`src/rtl/raytracing_job_scheduler.sv`:
```
`default_nettype none
// ============================================================================
// Module   : raytracing_job_scheduler
// Brief    : Walks a frame in CHUNK-pixel row segments: launches the worker
//            bank, waits for it, then drains the worker buffers to the
//            framebuffer in ascending address order. Optional chunk watchdog
//            is enabled by defining RT_SCHED_WATCHDOG_EN.
//            worker_buffer packing: worker w, job k at [(w*JOBS_SUBDIVISION+k)*12 +: 12].
// Revision : 1.0 - initial release
// ============================================================================
module raytracing_job_scheduler #(
    parameter int N_WORKERS        = 4,
    parameter int JOBS_SUBDIVISION = 8,
    parameter int SCREEN_W         = 640,
    parameter int SCREEN_H         = 480,
    parameter int WATCHDOG_CYCLES  = 1024
) (
    input  logic                                   clk,
    input  logic                                   rst,
    input  logic                                   frame_start,
    output logic                                   frame_busy,
    output logic                                   frame_done,
    output logic                                   worker_activate,
    output logic [N_WORKERS*12-1:0]                worker_x,
    output logic [11:0]                            worker_y,
    input  logic [N_WORKERS-1:0]                   worker_busy,
    input  logic [N_WORKERS*JOBS_SUBDIVISION*12-1:0] worker_buffer,
    output logic                                   fb_valid,
    input  logic                                   fb_ready,
    output logic [18:0]                            fb_addr,
    output logic [11:0]                            fb_data,
    output logic                                   watchdog_err
);

    localparam int CHUNK = N_WORKERS * JOBS_SUBDIVISION;
    localparam int IW    = (CHUNK > 1) ? $clog2(CHUNK) : 1;
    localparam int WW    = (N_WORKERS > 1) ? $clog2(N_WORKERS) : 1;
    localparam int JW    = (JOBS_SUBDIVISION > 1) ? $clog2(JOBS_SUBDIVISION) : 1;

    localparam logic [2:0] c_st_idle   = 3'd0;
    localparam logic [2:0] c_st_launch = 3'd1;
    localparam logic [2:0] c_st_wait   = 3'd2;
    localparam logic [2:0] c_st_drain  = 3'd3;
    localparam logic [2:0] c_st_next   = 3'd4;
    localparam logic [2:0] c_st_done   = 3'd5;

    logic [2:0]              state_q, state_d;
    logic [11:0]             base_q, base_d;
    logic [11:0]             y_q, y_d;
    logic [18:0]             row_q, row_d;
    logic [WW-1:0]           widx_q, widx_d;
    logic [JW-1:0]           job_q, job_d;
    logic                    activate_q, activate_d;
    logic [N_WORKERS*12-1:0] worker_x_q, worker_x_d;
    logic [11:0]             worker_y_q, worker_y_d;
    logic                    fb_valid_q, fb_valid_d;
    logic [18:0]             fb_addr_q, fb_addr_d;
    logic [11:0]             fb_data_q, fb_data_d;
    logic                    frame_busy_q, frame_busy_d;
    logic                    frame_done_q, frame_done_d;

    logic                    w_wd_expire;
    logic                    w_zero_fill;
    logic [WW-1:0]           w_adv_widx;
    logic [JW-1:0]           w_adv_job;
    logic [IW-1:0]           w_adv_idx;
    logic                    w_last;
    logic [11:0]             w_base_inc;
    logic [11:0]             w_y_inc;
    logic [11:0]             w_pix [CHUNK];

    for (genvar g = 0; g < CHUNK; g++) begin : g_pix
        assign w_pix[g] = worker_buffer[g*12 +: 12];
    end

    // Drain order is worker-fastest: pixel p maps to worker p%N, job p/N.
    always_comb begin
        if (widx_q == WW'(N_WORKERS - 1)) begin
            w_adv_widx = '0;
            w_adv_job  = job_q + JW'(1);
        end else begin
            w_adv_widx = widx_q + WW'(1);
            w_adv_job  = job_q;
        end
        w_adv_idx = IW'(w_adv_widx) * IW'(JOBS_SUBDIVISION) + IW'(w_adv_job);
        w_last    = (widx_q == WW'(N_WORKERS - 1)) && (job_q == JW'(JOBS_SUBDIVISION - 1));
    end

    always_comb begin
        state_d      = state_q;
        base_d       = base_q;
        y_d          = y_q;
        row_d        = row_q;
        widx_d       = widx_q;
        job_d        = job_q;
        activate_d   = activate_q;
        worker_x_d   = worker_x_q;
        worker_y_d   = worker_y_q;
        fb_valid_d   = fb_valid_q;
        fb_addr_d    = fb_addr_q;
        fb_data_d    = fb_data_q;
        frame_busy_d = frame_busy_q;
        frame_done_d = 1'b0;
        w_base_inc   = base_q + 12'(CHUNK);
        w_y_inc      = y_q + 12'd1;

        case (state_q)
            c_st_idle: begin
                if (frame_start) begin
                    state_d      = c_st_launch;
                    base_d       = '0;
                    y_d          = '0;
                    row_d        = '0;
                    frame_busy_d = 1'b1;
                end
            end
            c_st_launch: begin
                state_d = c_st_wait;
            end
            c_st_wait: begin
                if ((worker_busy == '0) || w_wd_expire) begin
                    state_d    = c_st_drain;
                    activate_d = 1'b0;
                    widx_d     = '0;
                    job_d      = '0;
                    fb_valid_d = 1'b1;
                    fb_addr_d  = row_q + 19'(base_q);
                    fb_data_d  = (w_wd_expire || w_zero_fill) ? 12'd0 : w_pix[0];
                end
            end
            c_st_drain: begin
                if (fb_ready) begin
                    if (w_last) begin
                        state_d    = c_st_next;
                        fb_valid_d = 1'b0;
                    end else begin
                        widx_d    = w_adv_widx;
                        job_d     = w_adv_job;
                        fb_addr_d = fb_addr_q + 19'd1;
                        fb_data_d = w_zero_fill ? 12'd0 : w_pix[w_adv_idx];
                    end
                end
            end
            c_st_next: begin
                if (w_base_inc == 12'(SCREEN_W)) begin
                    if (w_y_inc == 12'(SCREEN_H)) begin
                        state_d      = c_st_done;
                        frame_done_d = 1'b1;
                        frame_busy_d = 1'b0;
                    end else begin
                        state_d = c_st_launch;
                        base_d  = '0;
                        y_d     = w_y_inc;
                        row_d   = row_q + 19'(SCREEN_W);
                    end
                end else begin
                    state_d = c_st_launch;
                    base_d  = w_base_inc;
                end
            end
            c_st_done: begin
                state_d = c_st_idle;
            end
            default: begin
                state_d = c_st_idle;
            end
        endcase

        // Coordinates are loaded as LAUNCH is entered so they are stable for the whole launch.
        if (state_d == c_st_launch) begin
            activate_d = 1'b1;
            worker_y_d = y_d;
            for (int w = 0; w < N_WORKERS; w++) begin
                worker_x_d[w*12 +: 12] = base_d + 12'(w);
            end
        end
    end

    always_ff @(posedge clk) begin
        if (rst) begin
            state_q      <= c_st_idle;
            base_q       <= '0;
            y_q          <= '0;
            row_q        <= '0;
            widx_q       <= '0;
            job_q        <= '0;
            activate_q   <= 1'b0;
            worker_x_q   <= '0;
            worker_y_q   <= '0;
            fb_valid_q   <= 1'b0;
            fb_addr_q    <= '0;
            fb_data_q    <= '0;
            frame_busy_q <= 1'b0;
            frame_done_q <= 1'b0;
        end else begin
            state_q      <= state_d;
            base_q       <= base_d;
            y_q          <= y_d;
            row_q        <= row_d;
            widx_q       <= widx_d;
            job_q        <= job_d;
            activate_q   <= activate_d;
            worker_x_q   <= worker_x_d;
            worker_y_q   <= worker_y_d;
            fb_valid_q   <= fb_valid_d;
            fb_addr_q    <= fb_addr_d;
            fb_data_q    <= fb_data_d;
            frame_busy_q <= frame_busy_d;
            frame_done_q <= frame_done_d;
        end
    end

`ifdef RT_SCHED_WATCHDOG_EN
    localparam int WDW = $clog2(WATCHDOG_CYCLES + 1);

    logic [WDW-1:0] wd_cnt_q, wd_cnt_d;
    logic           wd_err_q, wd_err_d;
    logic           zero_q, zero_d;

    // A timed-out chunk still drains in full, but with black pixels.
    always_comb begin
        wd_cnt_d    = wd_cnt_q;
        wd_err_d    = wd_err_q;
        zero_d      = zero_q;
        w_wd_expire = (state_q == c_st_wait) && (worker_busy != '0) &&
                      (wd_cnt_q == WDW'(WATCHDOG_CYCLES - 1));
        if (state_q == c_st_launch) begin
            wd_cnt_d = '0;
        end else if (state_q == c_st_wait) begin
            wd_cnt_d = wd_cnt_q + WDW'(1);
        end
        if ((state_q == c_st_idle) && frame_start) begin
            wd_err_d = 1'b0;
        end else if (w_wd_expire) begin
            wd_err_d = 1'b1;
        end
        if (w_wd_expire) begin
            zero_d = 1'b1;
        end else if (state_q == c_st_next) begin
            zero_d = 1'b0;
        end
    end

    always_ff @(posedge clk) begin
        if (rst) begin
            wd_cnt_q <= '0;
            wd_err_q <= 1'b0;
            zero_q   <= 1'b0;
        end else begin
            wd_cnt_q <= wd_cnt_d;
            wd_err_q <= wd_err_d;
            zero_q   <= zero_d;
        end
    end

    assign w_zero_fill  = zero_q;
    assign watchdog_err = wd_err_q;
`else
    assign w_wd_expire  = 1'b0;
    assign w_zero_fill  = 1'b0;
    assign watchdog_err = 1'b0;
`endif

    assign frame_busy      = frame_busy_q;
    assign frame_done      = frame_done_q;
    assign worker_activate = activate_q;
    assign worker_x        = worker_x_q;
    assign worker_y        = worker_y_q;
    assign fb_valid        = fb_valid_q;
    assign fb_addr         = fb_addr_q;
    assign fb_data         = fb_data_q;

endmodule
`default_nettype wire

```
`config.mk`:
```
export PLATFORM = sky130hd
export DESIGN_NAME = raytracing_job_scheduler
export DESIGN_NICKNAME = d
export VERILOG_FILES = /design/src/rtl/raytracing_job_scheduler.sv
export SDC_FILE = /design/constraint.sdc
export NUM_CORES = 1
export LEC_CHECK = 0
export CAP_MARGIN = 20
export CORE_AREA = 2 2 191 193
export CTS_CLUSTER_SIZE = 16
export DETAILED_ROUTE_END_ITERATION = 7
export DIE_AREA = 0 0 193 195
export GPL_TIMING_DRIVEN = 1
export PLACE_DENSITY = 0.66
export SLEW_MARGIN = 20
export SYNTH_ARGS = -nofsm -noshare
export SYNTH_HDL_FRONTEND = slang
export SYNTH_SLANG_ARGS = --single-unit
```
`constraint.sdc`:
```
create_clock -name clk -period 8.1 [get_ports clk]
set_input_delay 2.025 -clock clk [delete_from_list [all_inputs] [get_ports clk]]
set_output_delay 2.025 -clock clk [all_outputs]
set_load 0.02 [all_outputs]
```
==> results of run 1 <==
## cell usage in the layout (no fill, tap or decap), types with 13 or more instances in the layout
master             n
a211oi_1          52
a21oi_1           83
and3_1            13
buf_4             16
clkbuf_16         17
clkdlybuf4s50_1  485
dfxtp_1          137
ha_1              16
mux2i_1           15
mux4_2           120
nand2_1           90
nand3_1           36
nor2_1           149
nor3_1            14
o21ai_0           34
xnor2_1           22
xor2_1            21
## worst paths after layout
path / startpoint / endpoint / cells after the start
setup / recovery: frame_start / worker_x[21]$_SDFFE_PP0P_ / 12
hold / removal: worker_x[11]$_SDFFE_PP0P_ / worker_x[11]$_SDFFE_PP0P_ / 2
setup reg to reg: y_q[0]$_SDFF_PP0_ / worker_x[21]$_SDFFE_PP0P_ / 13
hold reg to reg: worker_x[11]$_SDFFE_PP0P_ / worker_x[11]$_SDFFE_PP0P_ / 2
## layer usage
| layer | wire, um | vias up | part of all wire (%) | global-route usage, % |
|---|---|---|---|---|
| met5 | 0 | - | 0 | 0 |
| met4 | 936 | 0 | 2.0 | 6.06 |
| met3 | 2700 | 54 | 5.8 | 4.30 |
| met2 | 24200 | 390 | 52 | 43.4 |
| met1 | 18800 | 5176 | 40 | 30.5 |
| li1 | - | 4860 | - | - |
## final cells by class
class	instances	area (sq um)	area share [%]
multi-input cells	809	6800	43.1
repair buffers	502	5000	31.7
flip-flops and latches	137	2740	17.4
well taps	461	577	3.66
clock buffers	22	454	2.88
clock inverters	10	143	0.904
inverters	11	41.3	0.262
diodes	8	20.0	0.127
## state kept, by name, summed over array words and instances (netlist names)
register / cells
base_q: 12
fb_addr: 19
fb_data: 12
fb_valid: 1
frame_busy: 1
frame_done: 1
job_q: 3
row_q: 12
state_q: 3
widx_q: 2
worker_activate: 1
worker_x: 46
worker_y: 12
y_q: 12
## tightest hold or removal path, delay by kind of cell, from the launching register on
family	cells	cell delay, ns
DFF	1	0.31
and+or+nand+nor	1	0.05
AOI/OAI and AO/OA	1	0.05
## power groups by stage
| stage | sequential (mW) | clock [mW] | combinational, mW |
|---|---|---|---|
| 6_report | 0.711 | 0.796 | 0.433 |
| 5_1_grt | 0.714 | 0.834 | 0.458 |
| 4_1_cts | 0.711 | 0.806 | 0.434 |
| 3_5_place_dp | 0.726 | 0 | 0.433 |
| 3_3_place_gp | 0.725 | 0 | 0.428 |
| 2_1_floorplan | 0.746 | 0 | 0.131 |
## kinds of logic after synthesis
| kind of cell | share of synthesized area [%] |
|---|---|
| other | 0.0378 |
| flip-flops | 27.7 |
| multiplexers | 29.1 |
| AO/OA/AOI/OAI | 15.3 |
| XOR/XNOR | 3.89 |
| AND/OR/NAND/NOR | 17.5 |
| buffers and inverters | 4.42 |
| adder cells (fa/ha/maj) | 2.02 |
## per-stage QoR
| stage | hold slack (ns) | total power, mW | utilization, % |
|---|---|---|---|
| 2_1_floorplan | 0.436 | 0.877 | - |
| 3_5_place_dp | 0.447 | 1.16 | 42.8 |
| 3_3_place_gp | 0.447 | 1.15 | 42.8 |
| 4_1_cts | 0.461 | 1.95 | 44.4 |
| 6_report | 0.460 | 1.94 | 44.6 |
| 5_1_grt | 0.482 | 2.01 | 44.6 |
==> results.json, run 1 <==
{
  "min_period_ns": 5.12,
  "slew_viol_final": 0,
  "netlist_area_sq_um": 9910,
  "rsz0062_at_grt": "no",
  "coreArea_sq_um": 35400,
  "cp_top_family": "compound AO/OA/AOI/OAI gates",
  "post_cts_resized": 0,
  "synth_edf_count": 0,
  "numPlacedInstances": 1919,
  "critPathMaxStageDelay_ns": 0.64,
  "cts_setup_buffers": 0,
  "grt_pass1_wl_um": 67300,
  "critPathRequiredTime_ns": 8.37,
  "r2r_slack_ns": 3.49,
  "dieHeight_um": 195,
  "syn_to_final_growth_pct": 59.2,
  "die_x_um": 193,
  "dp_slack_ns": 2.59,
  "boundaryPins": 488,
  "grt_max_degree": 64,
  "finalSetupViolCount": 0,
  "slowest_stage": "a31oi_4",
  "cts_root_buffer": "clkbuf_16",
  "power_switching_mw": 0.478,
  "cts_sinks": 137,
  "ys_top_cells_by_area": "dfxtp_1 (28%), mux4_2 (27%), nor2_1 (5.7%)",
  "final_nets": 1886,
  "clock.fmax_ghz": 0.195,
  "vias": 10500,
  "start_util_pct": 28.0,
  "postLayoutSetupSlackWorst_ns": 2.98,
  "wl_um": 46600,
  "yosysMostFrequentCell": "nor2_1",
  "gp_congestion": 1.00,
  "tritoncts": "yes",
  "synth_seq_area_share_pct": 27.7,
  "place_area_sq_um": 15100,
  "worstSetupPathType": "in2reg",
  "dpl.hpwl_um": 38700,
  "yosysWarningCount": 0,
  "worst-path-buf-inv": 3,
  "h-tree-depth": 4,
  "end_kind": "register",
  "fillers": 3415,
  "drtPass1Iterations": 4,
  "antenna_found_initial": 10,
  "swShare_pct": 24.7,
  "combPwrFrac_pct": 22.3,
  "skew_ns": 0.0102,
  "finalNonFillerCells": 1960,
  "synth-seq-cells": 137,
  "tns_ns": 0,
  "p_int_mw": 1.46,
  "ys_async_sr_fraction_pct": 0,
  "wl_per_cell_um": 23.8,
  "drt_iter0_drc": 680,
  "synth_common_cells": "nor2_1 (151), dfxtp_1 (137), mux4_2 (120)",
  "crit_path_start_kind": "primary input",
  "clk_latency_ns": 0.43,
  "power_frac_clock_pct": 41.0,
  "finalHoldViolCount": 0,
  "cts_inserted_buffers": 17,
  "crit_chain": "clkdlybuf4s50_1, o21ai_0, buf_4, nor2_1, a31oi_4, nand2_1, inv_1, ha_1, nand4_1, a211oi_1, mux2i_1, a21oi_1",
  "drive_gt1_share_pct": 12.8,
  "cts-hold-fix-buffers": 0,
  "grt_remaining_overflow": 0,
  "drcViolationCount": 0,
  "status": "complete, no violations",
  "p_per_area_nw_per_um2": 123,
  "rows": 69,
  "io_buffers": 486,
  "peakVddDrop_uv": 140,
  "maxCapViolCount": 0,
  "drtAntennaViolNets": 0,
  "fin_area_sq_um": 15800,
  "synth-main-ff-cell": "dfxtp_1",
  "dieArea_sq_um": 37600,
  "worstHoldPathType": "reg2reg",
  "synth_area_per_cell_sq_um": 9.42,
  "slew_headroom_pct": 30.8,
  "period_share_pct": 63.2,
  "track_usage_pct": 24.5,
  "via_per_inst": 5.35,
  "worstMarginPinSlew_ns": 1.04,
  "worstPathArrival_ns": 5.39,
  "yosysUniqueCellTypes": 66,
  "grt_pass1_vias": 10400,
  "synthesis.nets": 1460,
  "cp_max_fo": 27,
  "yosysTopAreaCell": "dfxtp_1",
  "clk_pin_slew_ns": 0.06,
  "synth_cells": 1052,
  "p_seq_share_pct": 36.7,
  "p_leak_nw": 5.52,
  "yosysTopAreaCellShare_pct": 27.7,
  "cts_buffer_depth": 2
}
(Power assumes the default switching activity.)
==> inputs of run 2 (changes only) <==
--- a/config.mk
+++ b/config.mk
@@ -11,7 +11,7 @@
 export DETAILED_ROUTE_END_ITERATION = 7
 export DIE_AREA = 0 0 193 195
 export GPL_TIMING_DRIVEN = 1
-export PLACE_DENSITY = 0.66
+export PLACE_DENSITY = 0.68
 export SLEW_MARGIN = 20
 export SYNTH_ARGS = -nofsm -noshare
 export SYNTH_HDL_FRONTEND = slang
==> constraint.sdc (replaced) <==
create_clock -name clk -period 4.2 [get_ports clk]
set_input_delay 1.05 -clock clk [delete_from_list [all_inputs] [get_ports clk]]
set_output_delay 1.05 -clock clk [all_outputs]
set_load 0.02 [all_outputs]
==> results.json, run 2 (synthesis gave the netlist of run 1 again) <==
{
  "fillers": 3372,
  "maxCapViolCount": 0,
  "r2r-end": "worker_x[45]$_SDFFE_PP0P_",
  "antenna_found_initial": 10,
  "tns_ns": 0,
  "critPathRequiredTime_ns": 4.54,
  "p_leak_nw": 5.59,
  "cts_inserted_buffers": 17,
  "gp_congestion": 0.982,
  "skew_ns": 0.0129,
  "slew_headroom_pct": 39.6,
  "worstSetupPathType": "reg2reg",
  "worstHoldPathType": "reg2reg",
  "boundaryPins": 488,
  "cp_top_family": "simple AND/OR/NAND/NOR gates",
  "seqCellArea_sq_um": 2740,
  "largest_reg_flops": 46,
  "worstPathArrival_ns": 4.31,
  "dpl.hpwl_um": 40600,
  "p_seq_share_pct": 36.5,
  "status": "complete, no violations",
  "critPathMaxStageDelay_ns": 0.66,
  "clk_pin_slew_ns": 0.06,
  "cts_sinks": 137,
  "tritoncts": "yes",
  "grt_pass1_vias": 10400,
  "clk_latency_ns": 0.43,
  "rows": 69,
  "drcViolationCount": 0,
  "layout_commonest_cell": "clkdlybuf4s50_1",
  "drt_iter0_drc": 821,
  "clock.fmax_ghz": 0.252,
  "p_per_area_nw_per_um2": 236,
  "dp_slack_ns": 0.134,
  "crit_chain": "ha_1, and4_4, a21boi_0, o2111ai_1, or4_4, a31oi_4, nand2_1, inv_1, ha_2, o21ai_0, nor3_2, nand3_1, mux2i_1, a211oi_1",
  "multi_input_area_sq_um": 6810,
  "coreArea_sq_um": 35400,
  "postLayoutSetupSlackWorst_ns": 0.231,
  "dieArea_sq_um": 37600,
  "power_switching_mw": 0.987,
  "final_nets": 1899,
  "min_path_cells": 2,
  "cts_buffer_depth": 2,
  "cts-hold-fix-buffers": 0,
  "grt_remaining_overflow": 0,
  "grt_max_degree": 64,
  "peakVddDrop_uv": 263,
  "min_from": "worker_x[18]$_SDFFE_PP0P_",
  "period_share_pct": 94.5,
  "h-tree-depth": 4,
  "drtAntennaViolNets": 0,
  "slowest_stage": "or4_4",
  "rsz0062_at_grt": "no",
  "io_buffers": 486,
  "p_int_mw": 2.77,
  "slew_viol_final": 0,
  "power_mw": 3.76,
  "die_x_um": 193,
  "drive_gt1_share_pct": 14.0,
  "r2r_cells": 14,
  "swShare_pct": 26.2,
  "track_usage_pct": 26.1,
  "vias": 10700,
  "min_period_ns": 3.97,
  "finalSetupViolCount": 0,
  "worst-path-buf-inv": 1,
  "power_frac_clock_pct": 40.9,
  "crit_path_start_kind": "register",
  "drtPass1Iterations": 5,
  "min_to": "worker_x[18]$_SDFFE_PP0P_",
  "dieHeight_um": 195,
  "wl_um": 49200,
  "finalHoldViolCount": 0,
  "r2r_slack_ns": 0.23,
  "cp_max_fo": 9,
  "grt_pass1_wl_um": 71600,
  "r2r_start": "y_q[0]$_SDFF_PP0_",
  "end_kind": "register",
  "combPwrFrac_pct": 22.5,
  "via_per_inst": 5.40,
  "worstMarginPinSlew_ns": 0.904,
  "syn_to_final_growth_pct": 60.6,
  "cts_root_buffer": "clkbuf_16",
  "final_cell_mix": "clkdlybuf4s50_1 (485), nor2_1 (149), dfxtp_1 (137), mux4_2 (120), nand2_1 (90)",
  "wl_per_cell_um": 25.0,
  "start_util_pct": 28.0
}
## run 2: cell types whose count changed in the layout (fill, tap and decap cells not counted), moves of 2 or more
| cell | delta |
|---|---|
| clkbuf_1 | -4 |
| buf_12 | +3 |
| inv_6 | +3 |
| clkinvlp_4 | +4 |
| clkinv_2 | -2 |
| buf_4 | +10 |
## run 2: stage by stage
stage	instance area (sq um)	hold slack [ns]	std cells	utilization, %
after floorplan	9910	0.436	1052	-
after global placement	15300	0.446	1931	43.1
after detailed placement	15300	0.450	1931	43.1
after CTS	15900	0.458	1963	44.8
after global routing	15900	0.484	1970	44.9
final	15900	0.455	1973	45.0
## run 2: power groups by stage
stage | clock [mW] | combinational, mW | sequential (mW)
after global routing | 1.63 | 0.895 | 1.38
after floorplan | 0 | 0.253 | 1.44
after detailed placement | 0 | 0.844 | 1.40
after global placement | 0 | 0.837 | 1.40
after CTS | 1.56 | 0.848 | 1.37
final | 1.54 | 0.847 | 1.37
## run 2: routing by layer
layer / track usage [%] / part of all wire [%] / vias to the layer above
li1: - / - / 4890
met1: 32.9 / 41 / 5320
met2: 46.9 / 53 / 391
met3: 3.63 / 4.6 / 52
met4: 5.30 / 1.6 / 0
met5: 0 / 0 / -
## run 2: final cells by class
cell class,instances,area share (%)
antenna,8,0.126
clock inverter,14,1.01
tap,461,3.62
timing repair buffer,515,32.2
inverter,11,0.259
clock buffer,18,2.76
sequential,137,17.2
multi-input combinational,809,42.8
## run 2: worst max-delay path by stage
| stage | start | endpoint | slack [ns] | cells after the start |
|---|---|---|---|---|
| 4_1_cts | y_q[0]$_SDFF_PP0_ | worker_x[45]$_SDFFE_PP0P_ | 0.07 | 14 |
| 2_1_floorplan | y_q[0]$_SDFF_PP0_ | worker_x[21]$_SDFFE_PP0P_ | 0.28 | 17 |
| 3_3_place_gp | y_q[0]$_SDFF_PP0_ | worker_x[21]$_SDFFE_PP0P_ | 0.28 | 13 |
| 5_1_grt | y_q[0]$_SDFF_PP0_ | worker_x[45]$_SDFFE_PP0P_ | 0.08 | 14 |
| 3_5_place_dp | y_q[0]$_SDFF_PP0_ | worker_x[45]$_SDFFE_PP0P_ | 0.13 | 14 |
| 6_report | y_q[0]$_SDFF_PP0_ | worker_x[45]$_SDFFE_PP0P_ | 0.23 | 14 |
## run 2: tightest hold or removal path: stages (launching register included)
cell,delay [ns]
dfxtp_1,0.31
nand2_1,0.05
a21oi_1,0.05
## run 2: repair_timing
item / in CTS / in global routing
buffers inserted: 0 / 1
endpoints found under the setup margin: 0 / 8
gates resized for setup: 0 / 3
==> inputs of run 3 (changes only) <==
--- a/config.mk
+++ b/config.mk
@@ -12,6 +12,7 @@
 export DIE_AREA = 0 0 193 195
 export GPL_TIMING_DRIVEN = 1
 export PLACE_DENSITY = 0.68
+export SKIP_LAST_GASP = 1
 export SLEW_MARGIN = 20
 export SYNTH_ARGS = -nofsm -noshare
 export SYNTH_HDL_FRONTEND = slang
==> results of run 3 <==
The final DEF is identical to that of run 2; final timing and power are the same.
